### config.mk
export PLATFORM = sky130hd
export DESIGN_NAME = volt_peak_hold
export DESIGN_NICKNAME = d
export VERILOG_FILES = /design/src/rtl/volt_peak_hold.sv
export SDC_FILE = /design/constraint.sdc
export NUM_CORES = 1
export LEC_CHECK = 0
export CORE_ASPECT_RATIO = 0.7
export CORE_MARGIN = 2
export CORE_UTILIZATION = 55
export DETAILED_ROUTE_END_ITERATION = 6
export DONT_BUFFER_PORTS = 1
export PLACE_DENSITY = 0.74
export SETUP_SLACK_MARGIN = 0.15
export SLEW_MARGIN = 20
export SYNTH_ARGS = -nofsm -noshare
export SYNTH_HDL_FRONTEND = slang
export SYNTH_SLANG_ARGS = --single-unit
export TNS_END_PERCENT = 100
### constraint.sdc
create_clock -name sys_clk -period 5.6 [get_ports sys_clk]
set_input_delay 0.56 -clock sys_clk [delete_from_list [all_inputs] [get_ports sys_clk]]
set_output_delay 0.56 -clock sys_clk [all_outputs]
set_load 0.05 [all_outputs]
### src/rtl/volt_peak_hold.sv
// Peak-hold stage: tracks the largest |V| per refresh window and publishes it once per window.
// Optional PEAK_MINMAX_EN adds signed max/min and peak-to-peak outputs.
module volt_peak_hold #(
  parameter int               DATA_W       = 16,
  parameter int               WIN_W        = 25,
  parameter logic [WIN_W-1:0] CNT_PEAK_MAX = 25'd15000000
) (
  input  logic              sys_clk,
  input  logic              sys_rst,
  input  logic              run_en,
  input  logic              sample_vld,
  input  logic [DATA_W-1:0] sample_mv,
  output logic [DATA_W-1:0] peak_mv,
  output logic              peak_vld,
  output logic              win_busy,
  output logic              no_sig
`ifdef PEAK_MINMAX_EN
  ,
  output logic [DATA_W-1:0] max_mv,
  output logic [DATA_W-1:0] min_mv,
  output logic [DATA_W:0]   pp_mv
`endif
);

  // state | meaning
  // IDLE  | stopped: counter/acc held at 0, published outputs frozen
  // TRACK | window running: counter advancing, acc tracking max |V|
  typedef enum logic {ST_IDLE, ST_TRACK} state_t;

  localparam logic [WIN_W-1:0]  CNT_LAST = CNT_PEAK_MAX - 1'b1;
  localparam logic [DATA_W-1:0] POS_MAX  = {1'b0, {(DATA_W-1){1'b1}}};
  localparam logic [DATA_W-1:0] NEG_MIN  = {1'b1, {(DATA_W-1){1'b0}}};

  state_t            state_q, state_d;
  logic [WIN_W-1:0]  cnt_q, cnt_d;
  logic [DATA_W-1:0] acc_q, acc_d;
  logic              seen_q, seen_d;
  logic [DATA_W-1:0] peak_q, peak_d;
  logic              peak_vld_q, peak_vld_d;
  logic              no_sig_q, no_sig_d;

  logic [DATA_W-1:0] abs_mv;
  logic [DATA_W-1:0] acc_upd;
  logic              terminal;
  logic              seen_now;

  // Two's-complement magnitude; the most-negative code has no positive twin, so clamp it.
  always_comb begin
    abs_mv = sample_mv;
    if (sample_mv == NEG_MIN) begin
      abs_mv = POS_MAX;
    end else if (sample_mv[DATA_W-1]) begin
      abs_mv = ~sample_mv + 1'b1;
    end
  end

  assign acc_upd  = (sample_vld && (abs_mv > acc_q)) ? abs_mv : acc_q;
  assign terminal = (cnt_q == CNT_LAST);
  assign seen_now = seen_q | sample_vld;

`ifdef PEAK_MINMAX_EN
  localparam logic signed [DATA_W-1:0] TRK_MAX_INIT = NEG_MIN;
  localparam logic signed [DATA_W-1:0] TRK_MIN_INIT = POS_MAX;

  logic signed [DATA_W-1:0] sample_s;
  logic signed [DATA_W-1:0] max_trk_q, max_trk_d;
  logic signed [DATA_W-1:0] min_trk_q, min_trk_d;
  logic signed [DATA_W-1:0] max_upd, min_upd;
  logic [DATA_W-1:0]        max_q, max_d;
  logic [DATA_W-1:0]        min_q, min_d;
  logic [DATA_W:0]          pp_q, pp_d;

  assign sample_s = $signed(sample_mv);
  assign max_upd  = (sample_vld && (sample_s > max_trk_q)) ? sample_s : max_trk_q;
  assign min_upd  = (sample_vld && (sample_s < min_trk_q)) ? sample_s : min_trk_q;

  always_comb begin
    max_trk_d = max_trk_q;
    min_trk_d = min_trk_q;
    max_d     = max_q;
    min_d     = min_q;
    pp_d      = pp_q;
    if (state_q == ST_IDLE) begin
      max_trk_d = TRK_MAX_INIT;
      min_trk_d = TRK_MIN_INIT;
    end else if (terminal) begin
      max_trk_d = TRK_MAX_INIT;
      min_trk_d = TRK_MIN_INIT;
      if (seen_now) begin
        max_d = max_upd;
        min_d = min_upd;
        pp_d  = {max_upd[DATA_W-1], max_upd} - {min_upd[DATA_W-1], min_upd};
      end else begin
        max_d = '0;
        min_d = '0;
        pp_d  = '0;
      end
    end else if (!run_en) begin
      max_trk_d = TRK_MAX_INIT;
      min_trk_d = TRK_MIN_INIT;
    end else begin
      max_trk_d = max_upd;
      min_trk_d = min_upd;
    end
  end

  always_ff @(posedge sys_clk) begin
    if (sys_rst) begin
      max_trk_q <= TRK_MAX_INIT;
      min_trk_q <= TRK_MIN_INIT;
      max_q     <= '0;
      min_q     <= '0;
      pp_q      <= '0;
    end else begin
      max_trk_q <= max_trk_d;
      min_trk_q <= min_trk_d;
      max_q     <= max_d;
      min_q     <= min_d;
      pp_q      <= pp_d;
    end
  end

  assign max_mv = max_q;
  assign min_mv = min_q;
  assign pp_mv  = pp_q;
`endif

  always_comb begin
    state_d    = state_q;
    cnt_d      = cnt_q;
    acc_d      = acc_q;
    seen_d     = seen_q;
    peak_d     = peak_q;
    peak_vld_d = 1'b0;
    no_sig_d   = no_sig_q;
    case (state_q)
      ST_IDLE: begin
        cnt_d  = '0;
        acc_d  = '0;
        seen_d = 1'b0;
        if (run_en) state_d = ST_TRACK;
      end
      ST_TRACK: begin
        // The terminal cycle publishes even if run_en drops on it.
        if (terminal) begin
          peak_d     = acc_upd;
          peak_vld_d = 1'b1;
          no_sig_d   = ~seen_now;
          cnt_d      = '0;
          acc_d      = '0;
          seen_d     = 1'b0;
          state_d    = run_en ? ST_TRACK : ST_IDLE;
        end else if (!run_en) begin
          cnt_d   = '0;
          acc_d   = '0;
          seen_d  = 1'b0;
          state_d = ST_IDLE;
        end else begin
          cnt_d  = cnt_q + 1'b1;
          acc_d  = acc_upd;
          seen_d = seen_now;
        end
      end
      default: state_d = ST_IDLE;
    endcase
  end

  always_ff @(posedge sys_clk) begin
    if (sys_rst) begin
      state_q    <= ST_IDLE;
      cnt_q      <= '0;
      acc_q      <= '0;
      seen_q     <= 1'b0;
      peak_q     <= '0;
      peak_vld_q <= 1'b0;
      no_sig_q   <= 1'b0;
    end else begin
      state_q    <= state_d;
      cnt_q      <= cnt_d;
      acc_q      <= acc_d;
      seen_q     <= seen_d;
      peak_q     <= peak_d;
      peak_vld_q <= peak_vld_d;
      no_sig_q   <= no_sig_d;
    end
  end

  assign peak_mv  = peak_q;
  assign peak_vld = peak_vld_q;
  assign no_sig   = no_sig_q;
  assign win_busy = (state_q == ST_TRACK);

endmodule
==> parameters.txt <==
Parameter                              Value

Clocking
  CTS clk-pin slew, worst paths    70 ps
  Number of sinks driven by the clock tree    61
  Number of post-CTS setup repair buffers    0
  CTS root buffer    clkbuf_8
  TritonCTS buffer count    9
  CTS H-Tree Depth    3
  Post-CTS sizing    0
  Clock tree from TritonCTS    done
  Insertion delay to the later sink of the worst-skew pair    340 ps
  Clock buffer depth    2
  Number of hold buffers added after CTS    0

Final layout
  Sequential cell area    1220 um^2
  Total number of nets in the final design    430
  Count of filler cells inserted in the layout    535
  Multi-input combinational cell area    1890 um^2
  Proportion of layout cells with a drive suffix above 1    0.0756
  Count of antenna diodes in the layout    0
  Final Instance Count excl. Fillers    472
  Core Util, Final    0.616
  Post-route cell area    3550 um^2
  Area grow syn2layout    7.92%

Placed design
  Number of buffers inserted by port buffering    0
  Standard cell area after detailed placement    3320 um^2
  Half-perimeter wire length after detailed placement    5380 um
  Pre-CTS worst setup slack    973 ps
  Number of placed instances with taps included    456
  Gp weighted congestion    0.873

Routing
  Top Metal Used    met4
  Total routed wire length on the met1 layer    3780 um
  Final routed wire length divided by cell count    15.8 um
  Iteration-0 DRC Markers    187
  DRT antenna net count    0
  DR vias    2,744
  Post-DR vias/cell    5.81
  Routed length on met2    3130 um
  DRC violation count after routing    0
  Number of detailed-routing iterations run before antenna repair    4
  Wire length on met3    470 um
  Aggregate routed wire length    7450 um

STA
  Setup Viol. Count Final    0
  Final cycle utilization of the critical path    0.772
  Unrepaired setup endpoints after global routing    no
  Minimum clock period after layout    4320 ps
  Worst-case setup margin in the final layout    1280 ps
  Post-Route Skew    7.68 ps
  Worst-case headroom to the max-slew limit    0.355
  Slew of the pin with the lowest slew margin    967 ps
  Worst hold-check slack    278 ps
  Hold violation total from the final report    0
  Total negative slack for setup checks    0 ps
  Highest clock rate    0.231 GHz
  Final max-slew violation count    0

Synthesis
  Top cells by area in the synthesized netlist    dfxtp_1 (37%), ha_1 (6.9%), nor2_1 (5.4%)
  Post-Syn Area per Cell    8.23 um^2
  Number of enable flip-flop cells after synthesis    0
  Cell count after synthesis    399
  Fraction of post-synthesis cell area in the top cell type by area    0.372
  Synthesis warning total    0
  Async set or reset register ratio after synthesis    0
  Post-synthesis sequential area ratio    0.372
  Commonest register cell after synthesis    dfxtp_1
  Synth Cell Area    3290 um^2
  Unique cell type count in the Yosys netlist    45
  Cell taking the most area after synthesis    dfxtp_1
  #FFs+latches synth    61
  Net count after synthesis    437

Setup path
  Arrival time at the worst endpoint    4570 ps
  Startpoint Class    input port
  Data required, critical path    5850 ps
  Start point of the critical path    sample_mv[0]
  Critical Setup Path Class    input port to flop
  Crit Path Max Fanout    22
  Crit Reg-Reg Startpoint    acc_q[15]$_SDFF_PP0_
  CP endpoint kind    flop

GRT
  Antenna violations before repair    0
  Maximum number of pins on one net before global-route repair    43
  Tot GR Track Use    0.244
  First-pass GRT wire length    12,200 um
  Total congestion overflow after global routing    0
  Number of global-route vias before repair    2,567

Status
  Run status    finished, final reports clean

Worst hold path
  Launch point of the worst hold path    sys_rst
  Class of the most critical hold timing path    input port to flop

Flow run
  Number of maximum-capacitance violations    0

Power
  Overall power consumption    974 uW
  Leakage power total    1.23 nW
  VDD IR max    166 uV
  Power Dens Cells    275 nW/um^2

Die
  Placement Rows    23
  Number of ports placed on the die boundary    39
  Height of the chip    68.7 um
  Full die area    6620 um^2
  Core footprint    5760 um^2
  Width of the chip    96.4 um
  Effective utilization at floorplan    0.571
## where the power goes
part	internal [mW]	total, mW	leakage [nW]	switching, mW
combinational	0.0355	0.0909	0.626	0.0554
sequential	0.436	0.438	0.492	0.00250
clock	0.274	0.444	0.116	0.171
## state kept, by name, summed over array words and instances (netlist names)
signal	count
acc_q	16
cnt_q	25
no_sig	1
peak_mv	16
peak_vld	1
seen_q	1
win_busy	1
## cells by family (layout without fill, tap and decap cells)
family / after synthesis / after routing / share of synthesized area
AOI/OAI and AO/OA: 76 / 76 / 0.161
muxes: 7 / 7 / 0.0213
and+or+nand+nor: 164 / 164 / 0.249
DFF: 61 / 61 / 0.372
adders and majority gates: 18 / 18 / 0.0685
buffers and inverters: 45 / 43 / 0.0537
xor gates and xnor gates: 28 / 28 / 0.0746
## worst max-delay path, cell delays in order
cell and delay (ps):
inv_1 40, ha_1 160, or3b_2 550, nor3_2 320, nand2_2 300, nand2_1 180
ha_1 280, nand4_1 140, nor3_1 80, a21boi_0 580, o31a_1 890, mux2i_1 220
a211oi_1 270
## layer usage
layer | global-route usage | up-vias
met1 | 0.340 | 1270
met3 | 0.0696 | 9
met2 | 0.371 | 77
li1 | - | 1388
met4 | 0.0687 | 0
met5 | 0 | -
## worst paths after layout
| kind | slack [ps] | cells past startpoint | endpoint |
|---|---|---|---|
| worst min register to register | 450 | 1 | cnt_q[0]$_SDFF_PP0_ |
| worst min-delay path | 280 | 1 | no_sig$_SDFFE_PP0P_ |
| worst max register to register | 2590 | 8 | peak_mv[10]$_SDFFE_PP0P_ |
| worst max-delay path | 1280 | 13 | peak_mv[10]$_SDFFE_PP0P_ |
## placed cells by master (no fill, tap or decap), drive strengths merged, types with 3 or more instances in the layout
| cell | netlist | final |
|---|---|---|
| inv | 24 | 24 |
| nand2 | 40 | 40 |
| nand4 | 8 | 8 |
| or3 | 11 | 11 |
| a221o | 3 | 3 |
| ha | 18 | 18 |
| mux2i | 7 | 7 |
| a211oi | 13 | 13 |
| xor2 | 16 | 16 |
| dfxtp | 61 | 61 |
| nor3 | 16 | 16 |
| buf | 6 | 3 |
| or4 | 5 | 5 |
| xnor2 | 12 | 12 |
| clkbuf | 15 | 12 |
| o221ai | 5 | 5 |
| nor2 | 47 | 47 |
| o21ai | 11 | 11 |
| o41ai | 3 | 3 |
| a21oi | 25 | 25 |
| o31ai | 5 | 5 |
| nand3 | 11 | 11 |
| nor4 | 3 | 3 |
| nor2b | 3 | 3 |
| and2 | 5 | 5 |
| and3 | 5 | 5 |
## final cells by class
class / count / area share
sequential: 61 / 0.344
inverter: 24 / 0.0254
clock buffer: 12 / 0.0438
multi-input combinational: 293 / 0.534
timing repair buffer: 3 / 0.00635
tap: 75 / 0.0265
clock inverter: 4 / 0.0198
## synth_stat cells, drive strengths merged (3+ instances only)
cell type / n
mux2i: 7
xor2: 16
a21oi: 25
buf: 6
o21ai: 11
inv: 24
nand3: 11
nor3: 16
xnor2: 12
a211oi: 13
nand4: 8
and3: 5
nor2b: 3
nand2: 40
o221ai: 5
dfxtp: 61
nor2: 47
o41ai: 3
or3: 11
a221o: 3
and2: 5
ha: 18
nor4: 3
o31ai: 5
clkbuf: 15
or4: 5
No activity file was read; power rests on OpenSTA's default activity.
